===== config.mk =====
export PLATFORM = sky130hd
export DESIGN_NAME = twowire_dtm_serial
export DESIGN_NICKNAME = d
export VERILOG_FILES = /design/src/rtl/twowire_pkg.sv /design/src/rtl/twowire_connect_detect.sv /design/src/rtl/twowire_dtm_serial.sv
export SDC_FILE = /design/constraint.sdc
export NUM_CORES = 1
export LEC_CHECK = 0
export ABC_AREA = 1
export CAP_MARGIN = 5
export CORE_UTILIZATION = 45
export DETAILED_ROUTE_END_ITERATION = 8
export PLACE_DENSITY_LB_ADDON = 0.1
export SYNTH_ARGS = -nofsm -noshare
export SYNTH_HDL_FRONTEND = slang
export SYNTH_HIERARCHICAL = 1
export SYNTH_SLANG_ARGS = --single-unit

===== constraint.sdc =====
create_clock -name dck -period 2.7 [get_ports dck]
set_input_delay 0.405 -clock dck [delete_from_list [all_inputs] [get_ports dck]]
set_output_delay 0.405 -clock dck [all_outputs]
set_load 0.005 [all_outputs]

===== src/rtl/twowire_pkg.sv =====
// Shared two-wire debug transport definitions: command codes, write-command set,
// connect signature default and serial FSM state encodings.
package twowire_pkg;

    localparam int unsigned CMD_W  = 4;
    localparam int unsigned SIG_W  = 16;
    localparam int unsigned ADDR_W = 4;

    localparam logic [SIG_W-1:0] CONNECT_SEQ_DEFAULT = 16'hd0c2;

    typedef enum logic [CMD_W-1:0] {
        CMD_DISCONNECT = 4'h0,
        CMD_RD_DATA    = 4'h1,
        CMD_RD_STATUS  = 4'h2,
        CMD_RD_IDCODE  = 4'h3,
        CMD_WR_ADDR    = 4'h8,
        CMD_WR_DATA    = 4'h9,
        CMD_WR_CTRL    = 4'ha
    } twd_cmd_e;

    typedef enum logic [2:0] {
        S_DISC     = 3'd0,
        S_IDLE     = 3'd1,
        S_CMD      = 3'd2,
        S_PARITY   = 3'd3,
        S_DISPATCH = 3'd4,
        S_RDATA    = 3'd5,
        S_TURN     = 3'd6,
        S_WDATA    = 3'd7
    } twd_state_e;

    // Commands whose payload flows host -> target; everything else (incl. unknown) reads.
    function automatic logic is_write_cmd(input logic [CMD_W-1:0] c);
        return (c == CMD_WR_ADDR) || (c == CMD_WR_DATA) || (c == CMD_WR_CTRL);
    endfunction

endpackage


===== src/rtl/twowire_connect_detect.sv =====
// Connect-signature matcher: shifts di LSB-first while enabled and pulses match_o.
// Optional TWD_MULTIDROP_EN appends a 4-bit LSB-first address that must equal addr_i.
module twowire_connect_detect
    import twowire_pkg::*;
#(
    parameter logic [SIG_W-1:0] SEQ = CONNECT_SEQ_DEFAULT
) (
    input  logic              dck,
    input  logic              drst_n,
    input  logic              di_i,
    input  logic              en_i,
    input  logic [ADDR_W-1:0] addr_i,
    output logic              match_o
);

    localparam int unsigned ACNT_W = $clog2(ADDR_W);

    logic [SIG_W-1:0] hist_q, hist_d;
    logic             match_q, match_d;

`ifdef TWD_MULTIDROP_EN
    logic              addr_phase_q, addr_phase_d;
    logic [ADDR_W-1:0] addr_sh_q, addr_sh_d;
    logic [ACNT_W-1:0] acnt_q, acnt_d;

    // Signature phase, then address phase; any address miss restarts from a clean history.
    always_comb begin
        hist_d       = hist_q;
        match_d      = 1'b0;
        addr_phase_d = addr_phase_q;
        addr_sh_d    = addr_sh_q;
        acnt_d       = acnt_q;
        if (!en_i) begin
            hist_d       = '0;
            addr_phase_d = 1'b0;
            acnt_d       = '0;
        end else if (!addr_phase_q) begin
            hist_d = {di_i, hist_q[SIG_W-1:1]};
            if (hist_d == SEQ) begin
                hist_d       = '0;
                addr_phase_d = 1'b1;
                acnt_d       = '0;
            end
        end else begin
            addr_sh_d = {di_i, addr_sh_q[ADDR_W-1:1]};
            if (acnt_q == ACNT_W'(ADDR_W - 1)) begin
                addr_phase_d = 1'b0;
                match_d      = (addr_sh_d == addr_i);
            end else begin
                acnt_d = acnt_q + ACNT_W'(1);
            end
        end
    end

    always_ff @(posedge dck or negedge drst_n) begin
        if (!drst_n) begin
            addr_phase_q <= 1'b0;
            addr_sh_q    <= '0;
            acnt_q       <= '0;
        end else begin
            addr_phase_q <= addr_phase_d;
            addr_sh_q    <= addr_sh_d;
            acnt_q       <= acnt_d;
        end
    end
`else
    logic unused_addr;
    assign unused_addr = ^addr_i;

    // History is cleared on a hit so a single signature yields a single pulse.
    always_comb begin
        hist_d  = hist_q;
        match_d = 1'b0;
        if (!en_i) begin
            hist_d = '0;
        end else begin
            hist_d = {di_i, hist_q[SIG_W-1:1]};
            if (hist_d == SEQ) begin
                hist_d  = '0;
                match_d = 1'b1;
            end
        end
    end
`endif

    always_ff @(posedge dck or negedge drst_n) begin
        if (!drst_n) begin
            hist_q  <= '0;
            match_q <= 1'b0;
        end else begin
            hist_q  <= hist_d;
            match_q <= match_d;
        end
    end

    assign match_o = match_q;

endmodule


===== src/rtl/twowire_dtm_serial.sv =====
// Two-wire debug transport serial front end: connect, command/parity capture, dispatch,
// read/write payload phases. Build option TWD_MULTIDROP_EN adds a multidrop address stage.
module twowire_dtm_serial
    import twowire_pkg::*;
#(
    parameter int unsigned      W_CMD       = 4,
    parameter logic [SIG_W-1:0] CONNECT_SEQ = CONNECT_SEQ_DEFAULT
) (
    input  logic             dck,
    input  logic             drst_n,
    input  logic             di_i,
    output logic             do_o,
    output logic             doe_o,
    output logic             connected_o,
    input  logic             disconnect_now_i,
    input  logic [3:0]       mdropaddr_i,
    output logic [W_CMD-1:0] cmd_o,
    output logic             cmd_vld_o,
    input  logic             cmd_payload_end_i,
    output logic             serial_parity_err_o,
    output logic             serial_wdata_o,
    output logic             serial_wdata_vld_o,
    input  logic             serial_rdata_i,
    output logic             serial_rdata_rdy_o
);

    localparam int unsigned W_CNT = (W_CMD > 1) ? $clog2(W_CMD) : 1;

    twd_state_e       state_q, state_d;
    logic [W_CNT-1:0] bcnt_q, bcnt_d;
    logic [W_CMD-1:0] cmd_q, cmd_d;
    logic             doe_q, doe_d;
    logic             conn_q, conn_d;
    logic             perr_q, perr_d;
    logic             conn_match;

    twowire_connect_detect #(
        .SEQ (CONNECT_SEQ)
    ) u_connect_detect (
        .dck     (dck),
        .drst_n  (drst_n),
        .di_i    (di_i),
        .en_i    (state_q == S_DISC),
        .addr_i  (mdropaddr_i),
        .match_o (conn_match)
    );

    // Next-state logic; a forced disconnect wins over every other transition.
    always_comb begin
        state_d = state_q;
        bcnt_d  = bcnt_q;
        cmd_d   = cmd_q;
        perr_d  = 1'b0;
        case (state_q)
            S_DISC: begin
                if (conn_match) state_d = S_IDLE;
            end
            S_IDLE: begin
                if (!di_i) begin
                    state_d = S_CMD;
                    bcnt_d  = W_CNT'(W_CMD - 1);
                end
            end
            S_CMD: begin
                cmd_d = W_CMD'({cmd_q, di_i});
                if (bcnt_q == '0) state_d = S_PARITY;
                else              bcnt_d  = bcnt_q - W_CNT'(1);
            end
            S_PARITY: begin
                if (di_i == ~^cmd_q) begin
                    state_d = S_DISPATCH;
                end else begin
                    state_d = S_IDLE;
                    perr_d  = 1'b1;
                end
            end
            S_DISPATCH: begin
                state_d = is_write_cmd(CMD_W'(cmd_q)) ? S_WDATA : S_RDATA;
            end
            S_RDATA: begin
                if (cmd_payload_end_i) state_d = S_TURN;
            end
            S_TURN: begin
                state_d = S_IDLE;
            end
            S_WDATA: begin
                if (cmd_payload_end_i) state_d = S_IDLE;
            end
            default: begin
                state_d = S_DISC;
            end
        endcase
        if (disconnect_now_i) begin
            state_d = S_DISC;
            perr_d  = 1'b0;
        end
        doe_d  = (state_d == S_RDATA);
        conn_d = (state_d != S_DISC);
    end

    always_ff @(posedge dck or negedge drst_n) begin
        if (!drst_n) begin
            state_q <= S_DISC;
            bcnt_q  <= '0;
            cmd_q   <= '0;
            doe_q   <= 1'b0;
            conn_q  <= 1'b0;
            perr_q  <= 1'b0;
        end else begin
            state_q <= state_d;
            bcnt_q  <= bcnt_d;
            cmd_q   <= cmd_d;
            doe_q   <= doe_d;
            conn_q  <= conn_d;
            perr_q  <= perr_d;
        end
    end

    // Strobes and payload data decode directly from the current state.
    assign cmd_vld_o          = (state_q == S_DISPATCH);
    assign serial_rdata_rdy_o = (state_q == S_RDATA);
    assign do_o               = (state_q == S_RDATA) & serial_rdata_i;
    assign serial_wdata_vld_o = (state_q == S_WDATA);
    assign serial_wdata_o     = (state_q == S_WDATA) & di_i;

    assign doe_o               = doe_q;
    assign connected_o         = conn_q;
    assign cmd_o               = cmd_q;
    assign serial_parity_err_o = perr_q;

endmodule

==> run metrics <==
global-route wire length before repair 4300 um; Setup Viol. Count Final 0; required time of the critical path 2.30 ns; Layout Utilization 0.579; Setup Skew 0.0123 ns; number of port buffers 17; maximum vdd ir drop 0.000457 V; Yosys reg bits 28; multi-input logic area 556 um^2; Cells after Synth 161; relative slew slack 0.697; die height 57.4 um; Initial Util 0.487; root buffer cell clkbuf_4; register-to-register setup slack 1.14 ns; post-CTS setup repair buffer count 0; Internal 720 uW; r2r startpoint state_q[0]; Sw Share 0.281; PwrDens 611 mW/mm^2; storage element area 701 um^2; largest net degree at the start of global routing 29; DR vias 1037; Seq/Total Area, Yosys 0.508; Synth cell types 23; DP Cell Count 208; CTS resizes 0; fin crit share 0.837; total CTS buffers 3; cell family with most CP delay buffers and inverters; maximum fanout along the worst path 6; clk sink count 28; # diodes 0; setup tns final 0 ns; Max Slew Vio Count 0; Seq pwr share 0.501; TritonCTS clock tree built; Setup Crit Path Kind reg -> out; Comb power frac 0.221; routed vias/inst 4.89; worst path bufs/invs 2; fill count 261; Residual DRC 4; placed standard-cell area 0.00159 mm^2; startpoint types flip-flop; final WL 2350 um; fin cells 212; Post-Syn Area 0.00138 mm^2; area delta synth->final 18.8%; full die area 0.00329 mm^2; initial antenna violation count 0; reg2reg path depth 5; CP peak stage delay 0.52 ns; clock insertion delay at the later pin of the skew report 0.34 ns; switching power 281 uW; max cap viols 0; GR Overflow Total 0; slowest cell on the critical path dfrtp_1; syn_nets 176; Lkg Pwr 0.000921 uW; syn avg cell area 8.56 um^2; layout cells sized above 1 0.138; Die X 57.4 um; Clock power frac 0.278; Final nets 197; Levels on crit path 4; Crit Reg-Reg Endpoint u_connect_detect/hist_q[14]; warnings from Yosys 6; clk buf depth 2; H-Tree Depth 1; Final HPWL DP 1760 um; Critical Path AT 1.86 ns; RSZ-0062 raised after global routing no; Placer Congestion 0.776; vias in the first global route 1035; Routed Antenna Nets 0; Iter 0 DRT Violations 39; Critical Path End Type output port; status finished, violations left; crit path cell chain inv_1, nor3_1, and2_1, clkdlybuf4s50_1; Rows 19; Hold/Removal Path Class in -> async; IO Count 22; worst slew pin tran 0.454 ns; fmax 0.442 GHz; failing checks DRC; DR pass1 iterations 8; post-route minimum period 2.26 ns; design area 0.00164 mm^2; hold_buf cts 0; Final Hold Viols 0; Clk pin slew, worst setup/hold paths 0.16 ns; WL/cell 11.1 um; Core ar. 0.00283 mm^2; GRT Total Usage 0.174
-- power by group through the flow --
stage / clock network [uW] / registers (uW) / logic (uW)
after floorplan: 0 / 505 / 135
after global placement: 0 / 505 / 213
after detailed placement: 0 / 511 / 223
after CTS: 287 / 502 / 224
after global routing: 296 / 510 / 270
final: 278 / 502 / 221
-- worst reg2reg max path, stage by stage (launching register included) --
cell and delay (ns):
dfrtp_1 0.50, nor2_2 0.23, nand2_1 0.11, inv_1 0.36
nand2_1 0.12, a21oi_1 0.16
-- registers in the layout (all words and copies together) (netlist names) --
register / flops
u_connect_detect/hist_q: 15
cmd_o: 4
state_q: 3
bcnt_q: 2
connected_o: 1
doe_o: 1
serial_parity_err_o: 1
u_connect_detect/match_o: 1
-- final cells by class --
class                           count  share of cell area
Clock buffer                        3              0.0138
Clock inverter                      1              0.0183
Inverter                           30              0.0688
Multi-Input combinational cell    101               0.339
Sequential cell                    28               0.428
Tap cell                           31              0.0237
Timing Repair Buffer               18               0.108
-- through the flow --
step                power (uW)  setup slack, ns  hold WS, ns
floorplan                  640             1.37        0.109
global placement           718            0.605        0.442
detailed placement         734            0.596        0.449
CTS                       1010            0.435        0.428
global route              1080            0.322        0.478
finish                    1000            0.439        0.419
-- Yosys cell counts --
library cell / count / area [um^2]
nand4_1: 2 / 12.5
nand3b_1: 1 / 7.51
nor2_2: 6 / 37.5
nor2_4: 1 / 11.3
ha_1: 5 / 62.6
o21ai_0: 5 / 25.0
o21a_1: 1 / 7.51
buf_2: 2 / 10.0
dfrtp_1: 28 / 701
inv_2: 2 / 7.51
nand2_1: 42 / 158
a21boi_1: 1 / 7.51
nor3_1: 1 / 5.00
inv_1: 28 / 105
nand3_1: 5 / 25.0
nand2_4: 1 / 11.3
nand3_2: 1 / 10.0
nor2_8: 2 / 40.0
nor2_1: 11 / 41.3
and2_1: 1 / 6.26
nand2_2: 6 / 37.5
a21oi_1: 8 / 40.0
nor3_2: 1 / 10.0
-- routing by layer --
metal	vias to the layer above	wire length (um)	track usage
met5	-	0	0
met4	0	52	0.0941
met3	5	77	0.0204
met2	20	1180	0.311
met1	489	1050	0.202
li1	523	-	-
-- worst max path at each step --
stage                           from             end  slack [ns]
after floorplan             cmd_o[0]           doe_o        1.37
after global placement          di_i  serial_wdata_o        0.61
after detailed placement        di_i  serial_wdata_o        0.60
after CTS                 state_q[2]            do_o        0.44
after global routing      state_q[2]            do_o        0.32
final                     state_q[2]            do_o        0.44
-- kinds of logic after synthesis --
group / synth area share
buffers and inverters: 0.0889
and+or+nand+nor: 0.299
adders and majority gates: 0.0454
AOI/OAI and AO/OA: 0.0581
DFF: 0.508
-- cell usage in the layout, fill, tap and decap left out --
cell	n
bufinv_16	1
a21oi_1	8
o21ai_0	5
a21boi_1	1
o21a_1	1
nand2_2	6
inv_2	2
nand3_1	5
nand3_2	1
nand2_4	1
nor2_8	2
nand4_1	2
dfrtp_1	28
nor3_2	1
clkdlybuf4s50_1	17
buf_4	1
nor3_1	1
nor2_2	6
nor2_4	1
nand2_1	42
inv_1	28
and2_1	1
nand3b_1	1
nor2_1	11
clkbuf_4	3
ha_1	5
(Power assumes the default switching activity.)
==> variant 1: new RTL, same settings <==
`SIG_W`: 16 -> 24.
--- a/src/rtl/twowire_pkg.sv
+++ b/src/rtl/twowire_pkg.sv
@@ -5,3 +5,3 @@
     localparam int unsigned CMD_W  = 4;
-    localparam int unsigned SIG_W  = 16;
+    localparam int unsigned SIG_W  = 24;
     localparam int unsigned ADDR_W = 4;
Formal check against the unedited RTL: same outputs for any inputs over 10 cycles, from zero or initial values and one cycle with drst_n low; that may be too few to reach the edited logic, so the function may still have changed.
==> variant 1 against the original RTL <==
- clock power is 24% higher
- register-to-register slack worse by 100 ps
- power is 21% higher
- via count is 18% higher
- utilization is 0.61 points lower
- final cell count is 30% higher
- hold slack better by 44 ps
- synthesized area is 22% higher
- sequential cell count is 8 higher
- final area is 21% higher
- wire length is 15% higher
- combinational power is 5% higher
- worst setup slack better by 160 ps
- largest cell class unchanged
==> variant 1: results (changes against the original RTL) <==
.. list-table::
   :header-rows: 1

   * - Metric
     - Value
   * - Outcome
     - finished, final reports clean
   * - Commonest cells in the synthesized netlist
     - nand2_1, inv_1, dfrtp_1, nor2_1
   * - Routed vias/inst
     - 4.43 (-9.4%)
   * - Clk Latency, worst-skew pair
     - 280 ps (-60 ps)
   * - Leading post-synthesis cells by cell area
     - dfrtp_1, nand2_1, inv_1, nor2_1, ha_1
   * - Reported net switching power
     - 0.330 mW (+17%)
   * - Met2 layer wire length in the routed design
     - 1.31 mm (+11%)
   * - Fraction of layout instances using a drive strength above 1
     - 0.104 (-0.0338)
   * - Post-detailed-placement cell area
     - 1910 um^2 (+20%)
   * - Highest cell delay on the worst timing path
     - 490 ps (-30 ps)
   * - Clock tree root driver cell
     - clkbuf_8
   * - Library cell contributing the largest single delay on the critical path
     - clkdlybuf4s50_1
   * - Leakage power figure
     - 1.12 nW (+21%)
   * - Number of distinct library cells after synthesis
     - 24 (+4.3%)
   * - Final-stage net count
     - 245 (+24%)
   * - Placer Congestion
     - 0.814 (+4.9%)
   * - Detailed-router iteration count before antenna repair
     - 4 (-4)
   * - Class of the most critical hold timing path
     - flop to flop
   * - Cells after DPL
     - 269 (+29%)
   * - Met1 Track Usage GR
     - 0.167 (-0.0348)
   * - Met1 layer wirelength in the final routing
     - 1.22 mm (+16%)
   * - Cts bufs inserted
     - 5 (+2)
   * - Largest net degree at the start of global routing
     - 37 (+28%)
   * - Number of flip-flops under the largest register name
     - 23 (+8)
   * - Total number of vias
     - 1223 (+18%)
   * - Met3 WL post-DR
     - 114 um (+48%)
   * - Met2 usage in global routing
     - 0.289 (-0.0217)
   * - Worst-case clock skew
     - 6.01 ps (-6.28 ps)
   * - HPWL after detailed placement
     - 1.99 mm (+13%)
   * - Sequential share of the synthesized area
     - 0.534 (+0.0260)
   * - Clock-pin slew of the registers on the worst-case setup and hold paths
     - 70 ps (-90 ps)
[variant 1: changes by cell type after synthesis, sizes merged]
cell    before  now
nand2       49   64
inv         30   44
dfrtp       28   36
nor2        20   27
a21oi        8    2
clkinv       0    6
nand3        6    8
[variant 1: power by group through the flow]
stage               Sequential (mW)  Combinational, mW  Clock, mW
floorplan                     0.640              0.146          0
global placement              0.641              0.227          0
detailed placement            0.644              0.236          0
CTS                           0.634              0.238      0.363
global route                  0.641              0.269      0.385
finish                        0.633              0.232      0.344
[variant 1: final timing paths]
| path | slack, ps | endpoint | cells past startpoint | start |
|---|---|---|---|---|
| worst min-delay path | 460 | u_connect_detect/hist_q[4] | 2 | u_connect_detect/hist_q[5] |
| worst max register to register | 1040 | u_connect_detect/hist_q[7] | 7 | state_q[0] |
| worst max-delay path | 600 | do_o | 4 | state_q[2] |
| max in group asynchronous | 1850 | u_connect_detect/hist_q[23] | 2 | drst_n |
| min in group asynchronous | 530 | u_connect_detect/hist_q[16] | 2 | drst_n |
| worst min register to register | 460 | u_connect_detect/hist_q[4] | 2 | u_connect_detect/hist_q[5] |
[variant 1: layout make-up]
type                    count  area, um^2
inverters                  50         188
multi-input cells         119         586
flip-flops and latches     36         901
repair buffers             18         178
fillers                   318        1480
well taps                  46        57.6
clock buffers               6        72.6
clock inverters             1        5.00
[variant 1: kinds of logic (layout without fill, tap and decap cells)]
logic type | after synthesis | after routing | share of synthesized area
AO/OA/AOI/OAI | 9 | 9 | 0.0297
adder cells (fa/ha/maj) | 5 | 5 | 0.0371
buffers and inverters | 52 | 75 | 0.119
flip-flops | 36 | 36 | 0.534
AND/OR/NAND/NOR | 105 | 105 | 0.280
[variant 1: critical path: cells and delay by family, from the launching register on]
family	cells	cell delay, ps
buf+inv	2	600
flops	1	480
simple gates	2	340
==> variant 2: new RTL, config.mk and constraints unchanged <==
Made on the original files. Register the output `serial_parity_err_o` once more, without a reset; this adds one clock of latency there. The other outputs are not delayed to match.
--- a/src/rtl/twowire_dtm_serial.sv
+++ b/src/rtl/twowire_dtm_serial.sv
@@ -128,3 +128,5 @@
     assign cmd_o               = cmd_q;
-    assign serial_parity_err_o = perr_q;
+    always_ff @(posedge dck) begin
+        serial_parity_err_o <= perr_q;
+    end
 
Formal check against the unedited RTL: no difference found for any inputs over 10 cycles, from zero or initial values and one cycle with drst_n low; that may be too few to reach the edited logic, so the function may still have changed.
==> variant 2 against the original RTL <==
- the flow still finishes with violations (DRC)
- clock skew down 3.8 ps
- worst setup slack improved by 110 ps
- final area grew 1.6%
- synthesized area grew 1.5%
- via count grew 2.0%
- sequential cell count is 1 higher
- non-clock buffer count stayed put
- critical path type unchanged
- final cell count rose by 2.4%
- power down 0.12%
- wire length is 0.17% higher
- first-iteration DRC count fell by 41%
==> variant 2: results (changes against the original RTL) <==
.. list-table::
   :header-rows: 1

   * - Metric
     - Value
   * - Routed WL
     - 2.36 mm (+0.17%)
   * - Clock-pin slew of the registers on the worst-case setup and hold paths
     - 80 ps (-80 ps)
   * - Level count of the clock H-tree
     - 2 (+1)
   * - Combined global-route utilization of all metal layers
     - 0.166 (-0.00783)
   * - Final-stage net count
     - 200 (+1.5%)
   * - Clk Latency, worst-skew pair
     - 320 ps (-20 ps)
   * - Fraction of layout instances using a drive strength above 1
     - 0.145 (+0.00704)
   * - Startpoint of the worst register-to-register path
     - cmd_o[0]
   * - Number of distinct library cells after synthesis
     - 24 (+4.3%)
   * - Worst voltage drop across the vdd grid
     - 321 uV (-30%)
   * - Leading post-synthesis cells by cell area
     - dfrtp_1, nand2_1, inv_1, ha_1, nor2_1
   * - Fill cell total of the finished layout
     - 266 (+1.9%)
   * - Internal power
     - 0.711 mW (-1.1%)
   * - Post-detailed-placement cell area
     - 1610 um^2 (+1.3%)
   * - Number of nets produced by synthesis
     - 177 (+0.57%)
   * - Violations in the final reports
     - DRC
   * - Critical path data arrival time
     - 1740 ps (-120 ps)
   * - Leakage power figure
     - 0.934 nW (+1.4%)
   * - Placement-stage worst setup slack
     - 570 ps (-25.9 ps)
   * - Outcome
     - finished, violations left
   * - Met3 WL post-DR
     - 116 um (+51%)
   * - Class of the most critical hold timing path
     - flop to flop
   * - Remaining DRCs
     - 4 (unchanged)
   * - Met2 layer wire length in the routed design
     - 1.13 mm (-4.5%)
   * - Cts bufs inserted
     - 5 (+2)
   * - Highest cell delay on the worst timing path
     - 490 ps (-30 ps)
   * - Library cell contributing the largest single delay on the critical path
     - clkdlybuf4s50_1
   * - Initial DRC Count
     - 23 (-41%)
variant 2: per-layer routing:
| metal | global-route usage | up-vias |
|---|---|---|
| met5 | 0 | - |
| met4 | 0.112 | 0 |
| met3 | 0.0402 | 9 |
| met2 | 0.274 | 23 |
| met1 | 0.191 | 487 |
| li1 | - | 539 |
variant 2: cell type report:
class,instances,area [um^2],area share
flip-flops and latches,29,721,0.433
multi-input cells,101,556,0.334
repair buffers,18,178,0.107
inverters,30,113,0.0677
clock buffers,8,58.8,0.0353
well taps,31,38.8,0.0233
variant 2: final timing paths:
path / endpoint / slack [ps] / cells after the start
worst min register to register: serial_parity_err_o / 340 / 0
worst min-delay path: serial_parity_err_o / 340 / 0
worst max-delay path: do_o / 550 / 4
min in group asynchronous: cmd_o[2] / 460 / 2
max in group asynchronous: u_connect_detect/hist_q[10] / 1970 / 2
worst max register to register: doe_o / 1200 / 9
variant 2: cells by family (layout without fill, tap and decap cells):
group                      count (synthesis)  count (layout)
buffers and inverters                     32              56
adders and majority gates                  5               5
AOI/OAI and AO/OA                         15              15
and+or+nand+nor                           81              81
DFF                                       29              29
variant 2: power groups by stage:
stage / Combinational [mW] / Sequential [mW] / Clock (mW)
after floorplan: 0.135 / 0.520 / 0
after global placement: 0.211 / 0.521 / 0
after detailed placement: 0.222 / 0.525 / 0
after CTS: 0.222 / 0.516 / 0.282
after global routing: 0.253 / 0.524 / 0.296
final: 0.218 / 0.516 / 0.266
variant 2: worst register-to-register path: stages (launching register included):
cell and delay [ps]:
dfrtp_1 410, inv_1 90, ha_1 310, inv_1 60, nand2_1 50, nand3b_1 110
nand3_1 140, nand2_1 100, nand3_1 70, nor2_1 100
variant 2: stage by stage:
step                hold slack [ps]  cells
floorplan                       109    162
CTS                             348    217
global placement                325    209
finish                          345    217
detailed placement              328    209
global route                    360    217
